**src/rtl/rah_byte_packer_if.sv**
```systemverilog
// Byte-stream in / frame-out bundle for the RAH byte packer.
// The master side is the byte source and queue, the slave side is the packer.
interface rah_byte_packer_if #(
  parameter int W = 48
);
  logic         byte_valid;
  logic [7:0]   byte_data;
  logic         queue_full;
  logic [W-1:0] data;
  logic         send_data;
  logic         frame_partial;
  logic         overflow;

  modport master (
    output byte_valid, byte_data, queue_full,
    input  data, send_data, frame_partial, overflow
  );

  modport slave (
    input  byte_valid, byte_data, queue_full,
    output data, send_data, frame_partial, overflow
  );
endinterface

```
**src/rtl/rah_byte_packer.sv**
```systemverilog
// Packs a uart byte stream MSB-first into RAH frames.
// Idle partial frames are flushed padded; one held frame absorbs backpressure.
module rah_byte_packer #(
  parameter int          RAH_PACKET_WIDTH = 48,
  parameter int          TIMEOUT_CYCLES   = 14040,
  parameter logic [7:0]  PAD_BYTE         = 8'h00
) (
  input logic clk,
  input logic rst_n,
  rah_byte_packer_if.slave bus
);
  localparam int W  = RAH_PACKET_WIDTH;
  localparam int BYTES_IN_PACKET = W / 8;
  localparam int N  = BYTES_IN_PACKET;
  localparam int CW = $clog2(N + 1);
  localparam int IW = (TIMEOUT_CYCLES > 0) ?
                      $clog2(TIMEOUT_CYCLES + 1) : 1;

  logic [W-1:0]  asm_q, asm_d;
  logic [CW-1:0] cnt_q, cnt_d;
  logic [W-1:0]  hold_q, hold_d;
  logic          hvld_q, hvld_d;
  logic          hpart_q, hpart_d;
  logic [IW-1:0] idle_q, idle_d;
  logic [W-1:0]  data_q, data_d;
  logic          send_q, send_d;
  logic          part_q, part_d;
  logic          ovf_q, ovf_d;

  logic          emit, hold_free, full, partial;
  logic          flush_req, xfer, accept;
  logic [CW-1:0] base;
  logic [W-1:0]  padded;

  always_comb begin
    emit      = hvld_q && !bus.queue_full;
    hold_free = !hvld_q || emit;
    full      = (cnt_q == CW'(N));
    partial   = (cnt_q != '0) && !full;
    flush_req = (TIMEOUT_CYCLES != 0) && partial &&
                (idle_q >= IW'(TIMEOUT_CYCLES));
    // An arriving byte wins over a pending flush.
    xfer      = (full || (flush_req && !bus.byte_valid)) && hold_free;
    accept    = bus.byte_valid && (!full || xfer);
    base      = xfer ? '0 : cnt_q;

    padded = asm_q;
    for (int i = 0; i < N; i++) begin
      if (i >= int'(cnt_q)) padded[W-1-8*i -: 8] = PAD_BYTE;
    end

    hold_d  = hold_q;
    hpart_d = hpart_q;
    hvld_d  = hvld_q && !emit;
    if (xfer) begin
      hold_d  = padded;
      hpart_d = !full;
      hvld_d  = 1'b1;
    end

    asm_d = asm_q;
    cnt_d = xfer ? '0 : cnt_q;
    if (accept) begin
      for (int i = 0; i < N; i++) begin
        if (i == int'(base)) asm_d[W-1-8*i -: 8] = bus.byte_data;
      end
      cnt_d = base + CW'(1);
    end

    idle_d = idle_q;
    if (accept || xfer) begin
      idle_d = '0;
    end else if (partial && !bus.byte_valid &&
                 idle_q < IW'(TIMEOUT_CYCLES)) begin
      idle_d = idle_q + IW'(1);
    end

    data_d = emit ? hold_q : data_q;
    send_d = emit;
    part_d = emit && hpart_q;
    ovf_d  = ovf_q || (bus.byte_valid && !accept);
  end

  always_ff @(posedge clk or negedge rst_n) begin
    if (!rst_n) begin
      asm_q   <= '0;
      cnt_q   <= '0;
      hold_q  <= '0;
      hvld_q  <= 1'b0;
      hpart_q <= 1'b0;
      idle_q  <= '0;
      data_q  <= '0;
      send_q  <= 1'b0;
      part_q  <= 1'b0;
      ovf_q   <= 1'b0;
    end else begin
      asm_q   <= asm_d;
      cnt_q   <= cnt_d;
      hold_q  <= hold_d;
      hvld_q  <= hvld_d;
      hpart_q <= hpart_d;
      idle_q  <= idle_d;
      data_q  <= data_d;
      send_q  <= send_d;
      part_q  <= part_d;
      ovf_q   <= ovf_d;
    end
  end

  assign bus.data          = data_q;
  assign bus.send_data     = send_q;
  assign bus.frame_partial = part_q;
  assign bus.overflow      = ovf_q;
endmodule

```
**src/flat_wrapper.sv**
```systemverilog
// flat-port wrapper written by rule: the top's interface ports become plain ports
module rah_byte_packer_flat 
#(
  parameter int          RAH_PACKET_WIDTH = 48,
  parameter int          TIMEOUT_CYCLES   = 14040,
  parameter logic [7:0]  PAD_BYTE         = 8'h00
)
  (clk, rst_n, bus_byte_valid, bus_byte_data, bus_queue_full, bus_data, bus_send_data, bus_frame_partial, bus_overflow);
  rah_byte_packer_if #(.W((48))) bus_i ();
  input logic clk;
  input logic rst_n;
  input wire logic [$bits(bus_i.byte_valid)-1:0] bus_byte_valid;
  input wire logic [$bits(bus_i.byte_data)-1:0] bus_byte_data;
  input wire logic [$bits(bus_i.queue_full)-1:0] bus_queue_full;
  output wire logic [$bits(bus_i.data)-1:0] bus_data;
  output wire logic [$bits(bus_i.send_data)-1:0] bus_send_data;
  output wire logic [$bits(bus_i.frame_partial)-1:0] bus_frame_partial;
  output wire logic [$bits(bus_i.overflow)-1:0] bus_overflow;
  assign bus_i.byte_valid = bus_byte_valid;
  assign bus_i.byte_data = bus_byte_data;
  assign bus_i.queue_full = bus_queue_full;
  assign bus_data = bus_i.data;
  assign bus_send_data = bus_i.send_data;
  assign bus_frame_partial = bus_i.frame_partial;
  assign bus_overflow = bus_i.overflow;
  rah_byte_packer #(.RAH_PACKET_WIDTH(RAH_PACKET_WIDTH), .TIMEOUT_CYCLES(TIMEOUT_CYCLES), .PAD_BYTE(PAD_BYTE)) u_core (.clk(clk), .rst_n(rst_n), .bus(bus_i));
endmodule
```
**config.mk**
```make
export PLATFORM = sky130hd
export DESIGN_NAME = rah_byte_packer_flat
export DESIGN_NICKNAME = d
export VERILOG_FILES = /design/src/rtl/rah_byte_packer_if.sv /design/src/rtl/rah_byte_packer.sv /design/src/flat_wrapper.sv
export SDC_FILE = /design/constraint.sdc
export NUM_CORES = 1
export LEC_CHECK = 0
export CAP_MARGIN = 5
export CORE_ASPECT_RATIO = 2
export CORE_MARGIN = 5
export CORE_UTILIZATION = 30
export CTS_BUF_LIST = sky130_fd_sc_hd__clkbuf_4 sky130_fd_sc_hd__clkbuf_8 sky130_fd_sc_hd__clkbuf_16
export DETAILED_ROUTE_END_ITERATION = 10
export PLACE_DENSITY = 0.57
export SETUP_SLACK_MARGIN = 0.3
export SLEW_MARGIN = 25
export SYNTH_ARGS = -nofsm -noshare
export SYNTH_HDL_FRONTEND = slang
export SYNTH_SLANG_ARGS = --single-unit
```
**constraint.sdc**
```tcl
create_clock -name clk -period 2.8 [get_ports clk]
set_input_delay 0.28 -clock clk [delete_from_list [all_inputs] [get_ports clk]]
set_output_delay 0.28 -clock clk [all_outputs]
set_load 0.05 [all_outputs]
```
=== Word level (Yosys, flattened, before mapping) ===
Index checks and enable logic that the tools add are counted.

* Flip-flop bits (word level): 166
* Bits of input ports: 12
* Logic and storage cells: 73

* Add/sub/neg operators: 2
* Order comparisons: 8
* Equal/unequal tests: 6
* Muxes and demuxes: 11
* Reductions and logical operators: 31

{| class="wikitable"
|+ Operators by type and width
! cell !! number
|-
| $mux 8 || 6
|-
| $mux 14 || 2
|-
| $add 14x1->14 const B || 1
|-
| $ge 14x14->1 const B || 1
|-
| $lt 14x14->1 const B || 1
|-
| $eq 3x3->1 const A || 4
|-
| $reduce_and 2->1 || 6
|-
| $logic_and 1x1->1 || 11
|-
| $ge 1x3->1 const A || 2
|-
| $ge 2x3->1 const A || 2
|-
| $ge 3x3->1 const A || 2
|-
| $logic_not 1->1 || 6
|-
| $mux 3 || 2
|-
| $logic_or 1x1->1 || 5
|-
| $add 3x1->3 const B || 1
|-
| $eq 2x3->1 const A || 1
|-
| $eq 3x3->1 const B || 1
|-
| $logic_not 3->1 || 1
|-
| $reduce_bool 3->1 || 1
|-
| $reduce_bool 2->1 || 1
|-
| $mux 1 || 1
|}

=== Logic depth before layout (Yosys ltp) ===
Gate-level depths: netlist of run 1.

* Depth after elaboration: 12
* Mapped depth: 11

=== Worst setup path after synthesis of run 1 ===
OpenSTA, ideal clock, no wires.

* Path type: reg-to-reg
* Start point: register u_core.cnt_q[2]
* End point: register u_core.asm_q[16]
* Setup time: 0.125 ns
* Arrival: 2.345 ns
* Required time: 2.675 ns
* Path slack: 0.330 ns
* Cell stages (with the launch flop): 12
* Period minus slack after synthesis: 2.470 ns
* Cell sequence: dfrtp_1 -> buf_4 -> nor3_2 -> nor4b_2 -> a21oi_2 -> buf_2 -> nand2_1 -> inv_1 -> ha_1 -> ha_1 -> nand3_1 -> mux2_2

* Longest elaborated chain between the ends: 10
* Elaborated cells on any way between the ends: 13

{| class="wikitable"
|+ RTL lines
! item !! RTL line !! text
|-
| start: declaration || rah_byte_packer.sv:20 || <nowiki>logic [CW-1:0] cnt_q, cnt_d;</nowiki>
|-
| start signal: assignment || rah_byte_packer.sv:98 || <nowiki>cnt_q <= cnt_d;</nowiki>
|-
| $eq 3x3->1 || rah_byte_packer.sv:38 || <nowiki>full = (cnt_q == CW'(N));</nowiki>
|-
| $logic_not 1->1 || rah_byte_packer.sv:39, rah_byte_packer.sv:44 ||
|-
| $logic_and 1x1->1 || rah_byte_packer.sv:39 || <nowiki>partial = (cnt_q != '0) && !full;</nowiki>
|-
| $logic_and 1x1->1 || rah_byte_packer.sv:40 || <nowiki>flush_req = (TIMEOUT_CYCLES != 0) && partial &&</nowiki>
|-
| $logic_and 1x1->1 || rah_byte_packer.sv:43 || <nowiki>xfer = (full || (flush_req && !bus.byte_valid)) && hold_free;</nowiki>
|-
| $logic_or 1x1->1 || rah_byte_packer.sv:43 ||
|-
| $logic_and 1x1->1 || rah_byte_packer.sv:43 ||
|-
| $mux 3 / $logic_or 1x1->1 (equally long branches) || rah_byte_packer.sv:45, rah_byte_packer.sv:44 ||
|-
| $eq 3x3->1 / $logic_and 1x1->1 (equally long branches) || rah_byte_packer.sv:65, rah_byte_packer.sv:44 ||
|-
| $reduce_and 2->1 (no source line) * || -- ||
|-
| end signal: assignment || rah_byte_packer.sv:97 || <nowiki>asm_q <= asm_d;</nowiki>
|-
| end: declaration || rah_byte_packer.sv:19 || <nowiki>logic [W-1:0] asm_q, asm_d;</nowiki>
|}

Every way passes the cells marked *; elsewhere a longest branch is shown, timed or not.
A chain may end at the register's enable or synchronous reset.

=== Final worst setup path of run 1 ===
* Start point: register u_core.idle_q[9]
* End point: register u_core.asm_q[42]

* Longest elaborated chain between the ends: 8
* Elaborated cells on any way between the ends: 10

{| class="wikitable"
|+ RTL lines
! item !! RTL line !! text
|-
| start: declaration || rah_byte_packer.sv:24 || <nowiki>logic [IW-1:0] idle_q, idle_d;</nowiki>
|-
| start signal: assignment || rah_byte_packer.sv:102 || <nowiki>idle_q <= idle_d;</nowiki>
|-
| $ge 14x14->1 * || rah_byte_packer.sv:41 || <nowiki>(idle_q >= IW'(TIMEOUT_CYCLES));</nowiki>
|-
| $logic_and 1x1->1 * || rah_byte_packer.sv:40 ||
|-
| $logic_and 1x1->1 * || rah_byte_packer.sv:43 ||
|-
| $logic_or 1x1->1 * || rah_byte_packer.sv:43 ||
|-
| $logic_and 1x1->1 * || rah_byte_packer.sv:43 ||
|-
| $mux 3 / $logic_or 1x1->1 (equally long branches) || rah_byte_packer.sv:45, rah_byte_packer.sv:44 ||
|-
| $logic_not 3->1 / $logic_and 1x1->1 (equally long branches) || rah_byte_packer.sv:65, rah_byte_packer.sv:44 ||
|-
| $reduce_and 2->1 (no source line) * || -- ||
|}

Marked as above.

==> impl_metrics.json, run 1 <==
{
  "status": "finished, final reports clean",
  "reg2regPathDepth": 9,
  "holdPathEnd": "u_core.hold_q[30]",
  "grt_overflow": 0,
  "worstPathArrival_ns": 2.70,
  "rows": 77,
  "grt_usage_pct": 11.88,
  "clock_latency_ns": 0.43,
  "first_global_vias": 4580,
  "vias_per_cell": 4.681,
  "synth_fp_nets": 558,
  "drv_slew": 0,
  "drive_gt1_share_pct": 26.21,
  "synth_common_cells": "dfrtp_1 (166), mux2_2 (104), nand2_1 (97), o21ai_0 (50), clkbuf_1 (15)",
  "die_w_um": 115.6,
  "hp-start": "u_core.hold_q[30]",
  "yosys_most_used_dff": "dfrtp_1",
  "drt-pass1-iter-count": 4,
  "critPathLaunchType": "flop",
  "clk_pin_slew_ns": 0.07,
  "numClockSinks": 166,
  "antenna_found_initial": 0,
  "start_util_pct": 30.34,
  "max_cap_violations": 0,
  "holdPathStages": 2,
  "final_antenna_net_count": 0,
  "nets": 624,
  "yosysTopAreaCell": "dfrtp_1",
  "numCtsBuffers": 17,
  "grt_pass1_wl_um": 23660,
  "core_area_um2": 22060,
  "hold_class": "flop to flop",
  "synth.area.top_cells": "dfrtp_1 (62%), mux2_2 (17%), nand2_1 (5.4%), o21ai_0 (3.7%), ha_1 (1.3%)",
  "hpwl_um": 10230,
  "ys_types": 40,
  "cts_max_path_buffers": 2,
  "synthSimpleGateAreaFrac_pct": 9.497,
  "dr.first_iter.drc_count": 148,
  "synth_compound_area_share_pct": 6.618,
  "pin_count": 63,
  "io_buffer_count": 62,
  "worstSetupPathType": "flop to flop",
  "synth_edf_count": 0,
  "synth_cells": 539,
  "worst_pin_slew_ns": 0.8373,
  "area_growth_pct": 25.09,
  "reg2reg_slack_ns": 0.41,
  "crit_buf_inv": 2,
  "async_reset_ff_share_pct": 100.0,
  "skew_ns": 0.008609,
  "vdd_drop_max_v": 0.0004772,
  "p_leak_nw": 3.650,
  "period_minus_slack_ns": 2.391,
  "period_share_pct": 85.41,
  "die_h_um": 221.2,
  "antenna_cells": 0,
  "finalSetupViolations": 0,
  "dieArea_um2": 25580,
  "gp_congestion": 0.8003,
  "clock.fmax_mhz": 418.2,
  "critPathSlowestCell": "dfrtp_2",
  "route.detailed.drc": 0,
  "htreeDepth": 4,
  "critPathRequiredTime_ns": 3.11,
  "synth-seq-area-share_pct": 62.07,
  "wire_per_inst_um": 15.91,
  "critical-path-max-stage-delay_ns": 0.47,
  "vias": 4185,
  "clock-root-buffer": "clkbuf_16",
  "cts_tree": "yes",
  "cp-end-kind": "flop",
  "crit_chain": "a31oi_1 -> o21ai_4 -> and2_1 -> a31oi_2 -> inv_1 -> ha_1 -> nand2_1 -> buf_12 -> mux2_2",
  "synthXorXnorAreaFrac_pct": 0.5235,
  "synth-seq-cells": 166,
  "synthAdderAreaFrac_pct": 1.309,
  "pwr_density_cell_nw_per_um2": 1179,
  "final-hold-violation-count": 0,
  "final_cell_area_um2": 8372,
  "synth_warnings": 0,
  "grt_max_degree": 91,
  "totalWireLength_um": 14220,
  "final_core_util_pct": 37.95,
  "synth.top_cell.area_share_pct": 62.07,
  "netlist_area_um2": 6693,
  "yosysMostFrequentCell": "dfrtp_1",
  "placed_area_um2": 7677,
  "synth_top_family_by_area": "multiplexers",
  "rr_startpoint": "u_core.idle_q[9]",
  "worstPathMaxFanout": 8,
  "slew-limit-headroom_pct": 44.18,
  "crit_family": "compound AO/OA/AOI/OAI gates",
  "avgSynthCellArea_um2": 12.42,
  "yosys-mux-area-fraction_pct": 17.65,
  "rsz0062_at_grt": "false",
  "r2r-end": "u_core.asm_q[42]"
}
-- worst reg2reg max path, cell delays in order, from the launching register on --
cell and delay (ns):
dfrtp_2 0.47, a31oi_1 0.29, o21ai_4 0.15, and2_1 0.22
a31oi_2 0.24, inv_1 0.11, ha_1 0.22, nand2_1 0.11
buf_12 0.13, mux2_2 0.34
-- layer usage --
layer,GRT usage (%),vias up,wire (µm)
met5,0,-,0
met4,5.433,0,309
met3,3.089,18,519
met2,21.63,62,8101
met1,12.44,2110,5294
li1,-,1995,-
-- how the worst max path moves through the flow --
stage | start | endpoint | slack, ns | cells after the start
after CTS | u_core.idle_q[9] | u_core.asm_q[24] | 0.29 | 8
final | u_core.idle_q[9] | u_core.asm_q[42] | 0.41 | 9
after floorplan | u_core.cnt_q[2] | u_core.asm_q[16] | 0.33 | 11
after global placement | bus_queue_full | u_core.asm_q[19] | 0.06 | 10
after detailed placement | bus_queue_full | u_core.asm_q[18] | -0.02 | 10
after global routing | u_core.idle_q[9] | u_core.asm_q[46] | 0.30 | 9
-- stage by stage --
stage | total power [mW] | setup TNS (ns) | worst slack (ns) | std cells | hold WS [ns]
floorplan | 6.245 | 0 | 0.3302 | 539 | -0.01559
global placement | 7.333 | 0 | 0.05880 | 861 | 0.3923
detailed placement | 7.452 | -0.09725 | -0.01979 | 861 | 0.4075
CTS | 10.01 | 0 | 0.2904 | 894 | 0.4866
global route | 10.43 | 0 | 0.3002 | 894 | 0.5031
finish | 9.873 | 0 | 0.4085 | 894 | 0.4797
-- what timing repair did --
item / 4_1_cts / 5_1_grt
hold buffers: 1 / 0
resized for setup: 3 / 6
buffers inserted: 0 / 0
endpoints found under the setup margin: 16 / 38
pin swaps: 0 / 0
hold endpoints to repair: 88 / 0
-- cells in the final DEF, fill, tap and decap left out, drive strengths merged, types with 3 or more instances in the layout --
cell type,n
a21o,3
a21oi,15
and2,6
buf,12
bufinv,4
clkbuf,19
clkdlybuf4s50,61
clkinv,4
clkinvlp,3
dfrtp,166
ha,7
inv,9
mux2,104
nand2,97
nand3,9
nand4,4
nor2,8
nor3,3
o21ai,52
or3,7
xnor2,3
-- power breakdown --
part	internal [mW]	switching [mW]	total (mW)
Clock	1.55	0.964	2.51
Sequential	3.32	0.525	3.84
Combinational	1.45	2.07	3.52
Total	6.31	3.56	9.87
-- kinds of logic (layout without fill, tap and decap cells) --
group,Yosys count,count (layout)
adder cells (fa/ha/maj),7,7
AND/OR/NAND/NOR,143,143
AO/OA/AOI/OAI,80,80
XOR/XNOR,4,4
buffers and inverters,34,113
multiplexers,105,105
flip-flops,166,166
-- final cells by class --
type,count,area [µm²]
flip-flops and latches,166,4158
fillers,2079,13690
clock buffers,19,452.9
multi-input cells,339,2430
clock inverters,13,195.2
inverters,7,26.28
well taps,276,345.3
repair buffers,74,764.5
-- flip-flops by register name (all words and copies together), names as in the netlist --
register                  count
u_core.bus.overflow           1
u_core.bus.send_data          1
u_core.asm_q                 48
u_core.bus.data              48
u_core.idle_q                14
u_core.hpart_q                1
u_core.hvld_q                 1
u_core.cnt_q                  3
u_core.bus.frame_partial      1
u_core.hold_q                48
Note: power is estimated with default switching activity, not from simulation.
==> inputs of run 2 (changes only) <==
CORE_UTILIZATION = 50   (was 30)
PLACE_DENSITY = 0.71   (was 0.57)
==> impl_metrics.json, run 2 (synthesis gave the netlist of run 1 again) <==
{
  "status": "finished, final reports clean",
  "final_common_cell": "dfrtp_1",
  "period_share_pct": 84.28,
  "clock_latency_ns": 0.42,
  "clock.fmax_mhz": 423.7,
  "htreeDepth": 4,
  "core_area_um2": 13070,
  "first_global_vias": 4409,
  "grt_overflow": 0,
  "final.setup.worst_slack_ns": 0.4401,
  "skew_ns": 0.01001,
  "p_leak_nw": 3.595,
  "rsz0062_at_grt": "false",
  "antenna_cells": 0,
  "cp-end-kind": "flop",
  "final.setup.tns_ns": 0,
  "die_w_um": 91.81,
  "pin_count": 63,
  "busiest_layer": "met2",
  "grtUsageMet3_pct": 3.910,
  "pwr_density_cell_nw_per_um2": 1168,
  "drt-pass1-iter-count": 4,
  "crit_start": "u_core.idle_q[9]",
  "met1_usage_pct": 20.18,
  "numCtsBuffers": 17,
  "start_util_pct": 51.22,
  "worstPathMaxFanout": 8,
  "final-hold-violation-count": 0,
  "clk_pin_slew_ns": 0.07,
  "gp_congestion": 0.7900,
  "hpwl_um": 9129,
  "rr_startpoint": "u_core.idle_q[9]",
  "finalNonFillerCells": 771,
  "antenna_found_initial": 0,
  "dieArea_um2": 15940,
  "die_h_um": 173.6,
  "io_buffer_count": 62,
  "max_cap_violations": 0,
  "switching_share_pct": 37.58,
  "finalSetupViolations": 0,
  "wire_per_inst_um": 16.87,
  "vias": 4220,
  "dr.first_iter.drc_count": 102,
  "worstSetupPathType": "flop to flop",
  "slew-limit-headroom_pct": 47.25,
  "vias_per_cell": 5.473,
  "grt_util_met2_pct": 31.94,
  "period_minus_slack_ns": 2.360,
  "place_inst": 738,
  "drive_gt1_share_pct": 26.82,
  "grt_usage_pct": 17.74,
  "critPathLaunchType": "flop",
  "numClockSinks": 166,
  "worstPathArrival_ns": 2.66,
  "totalWireLength_um": 13010,
  "hold_class": "input pin to async pin",
  "seqCellArea_um2": 4158,
  "p_seq_share_pct": 40.4,
  "cts_max_path_buffers": 2,
  "rows": 59,
  "critPathRequiredTime_ns": 3.10,
  "grt_max_degree": 90,
  "p_sw_mw": 3.552,
  "fill_cells": 1076,
  "area_growth_pct": 20.94,
  "worst_pin_slew_ns": 0.7912,
  "clock-root-buffer": "clkbuf_16",
  "clockPowerShare_pct": 22.5,
  "multi_input_area_um2": 2437,
  "pre_cts_ws_ns": -0.1200,
  "p_comb_share_pct": 37.1,
  "power.internal_mw": 5.900,
  "cts_tree": "yes",
  "route.detailed.drc": 0,
  "nets": 625,
  "grt_pass1_wl_um": 22270,
  "most-common-layout-cells": "dfrtp_1 (163), mux2_2 (104), nand2_1 (94)",
  "vdd_drop_max_v": 0.0006260,
  "power.total_mw": 9.453,
  "final_antenna_net_count": 0,
  "drv_slew": 0
}
==> run 2: critical path, cell delays in order (launching register included) <==
cell,delay (ns)
dfrtp_2,0.45
a31oi_1,0.27
o21ai_4,0.14
and2_1,0.21
a31oi_2,0.25
inv_1,0.11
ha_1,0.24
nand2_2,0.20
mux2_2,0.36
==> run 2: layout make-up <==
type | instances | area share, %
clock buffer | 17 | 5.256
clock inverter | 15 | 1.515
inverter | 7 | 0.3246
multi-input combinational | 339 | 30.11
sequential | 166 | 51.37
tap | 152 | 2.350
timing repair buffer | 75 | 9.074
==> run 2: final timing paths <==
path | endpoint | slack, ns | depth (start not counted)
max | u_core.asm_q[46] | 0.44 | 8
min | u_core.bus.data[40] | 0.35 | 2
max reg2reg | u_core.asm_q[46] | 0.44 | 8
min reg2reg | u_core.hold_q[13] | 0.48 | 2
max in group asynchronous | u_core.hold_q[15] | 1.63 | 3
min in group clk | u_core.hold_q[13] | 0.48 | 2
==> run 2: timing repair <==
item                                    4_1_cts  5_1_grt
endpoints found under the hold margin        43        0
hold buffers                                  1        0
endpoints found under the setup margin       16       49
gates resized for setup                       2       10
buffers inserted                              0        0
==> run 2: power by group through the flow <==
stage	logic (mW)	clock network (mW)	registers [mW]
floorplan	1.55	0	4.69
global placement	3.44	0	3.81
detailed placement	3.52	0	3.87
CTS	3.54	2.17	3.82
global route	3.79	2.27	3.94
finish	3.51	2.13	3.82
==> run 2: per-stage QoR <==
stage	area (µm²)	hold slack, ns	utilization [%]
finish	8094	0.3515	61.95
global route	8094	0.3882	61.95
CTS	8058	0.3577	61.67
detailed placement	7492	0.2304	57.34
global placement	7492	0.2253	57.34
floorplan	6693	-0.01559	-
==> run 2: metal layers <==
| layer | share of wire (%) | vias up |
|---|---|---|
| li1 | - | 1996 |
| met1 | 39 | 2132 |
| met2 | 56 | 69 |
| met3 | 3.2 | 23 |
| met4 | 2.3 | 0 |
| met5 | 0 | - |
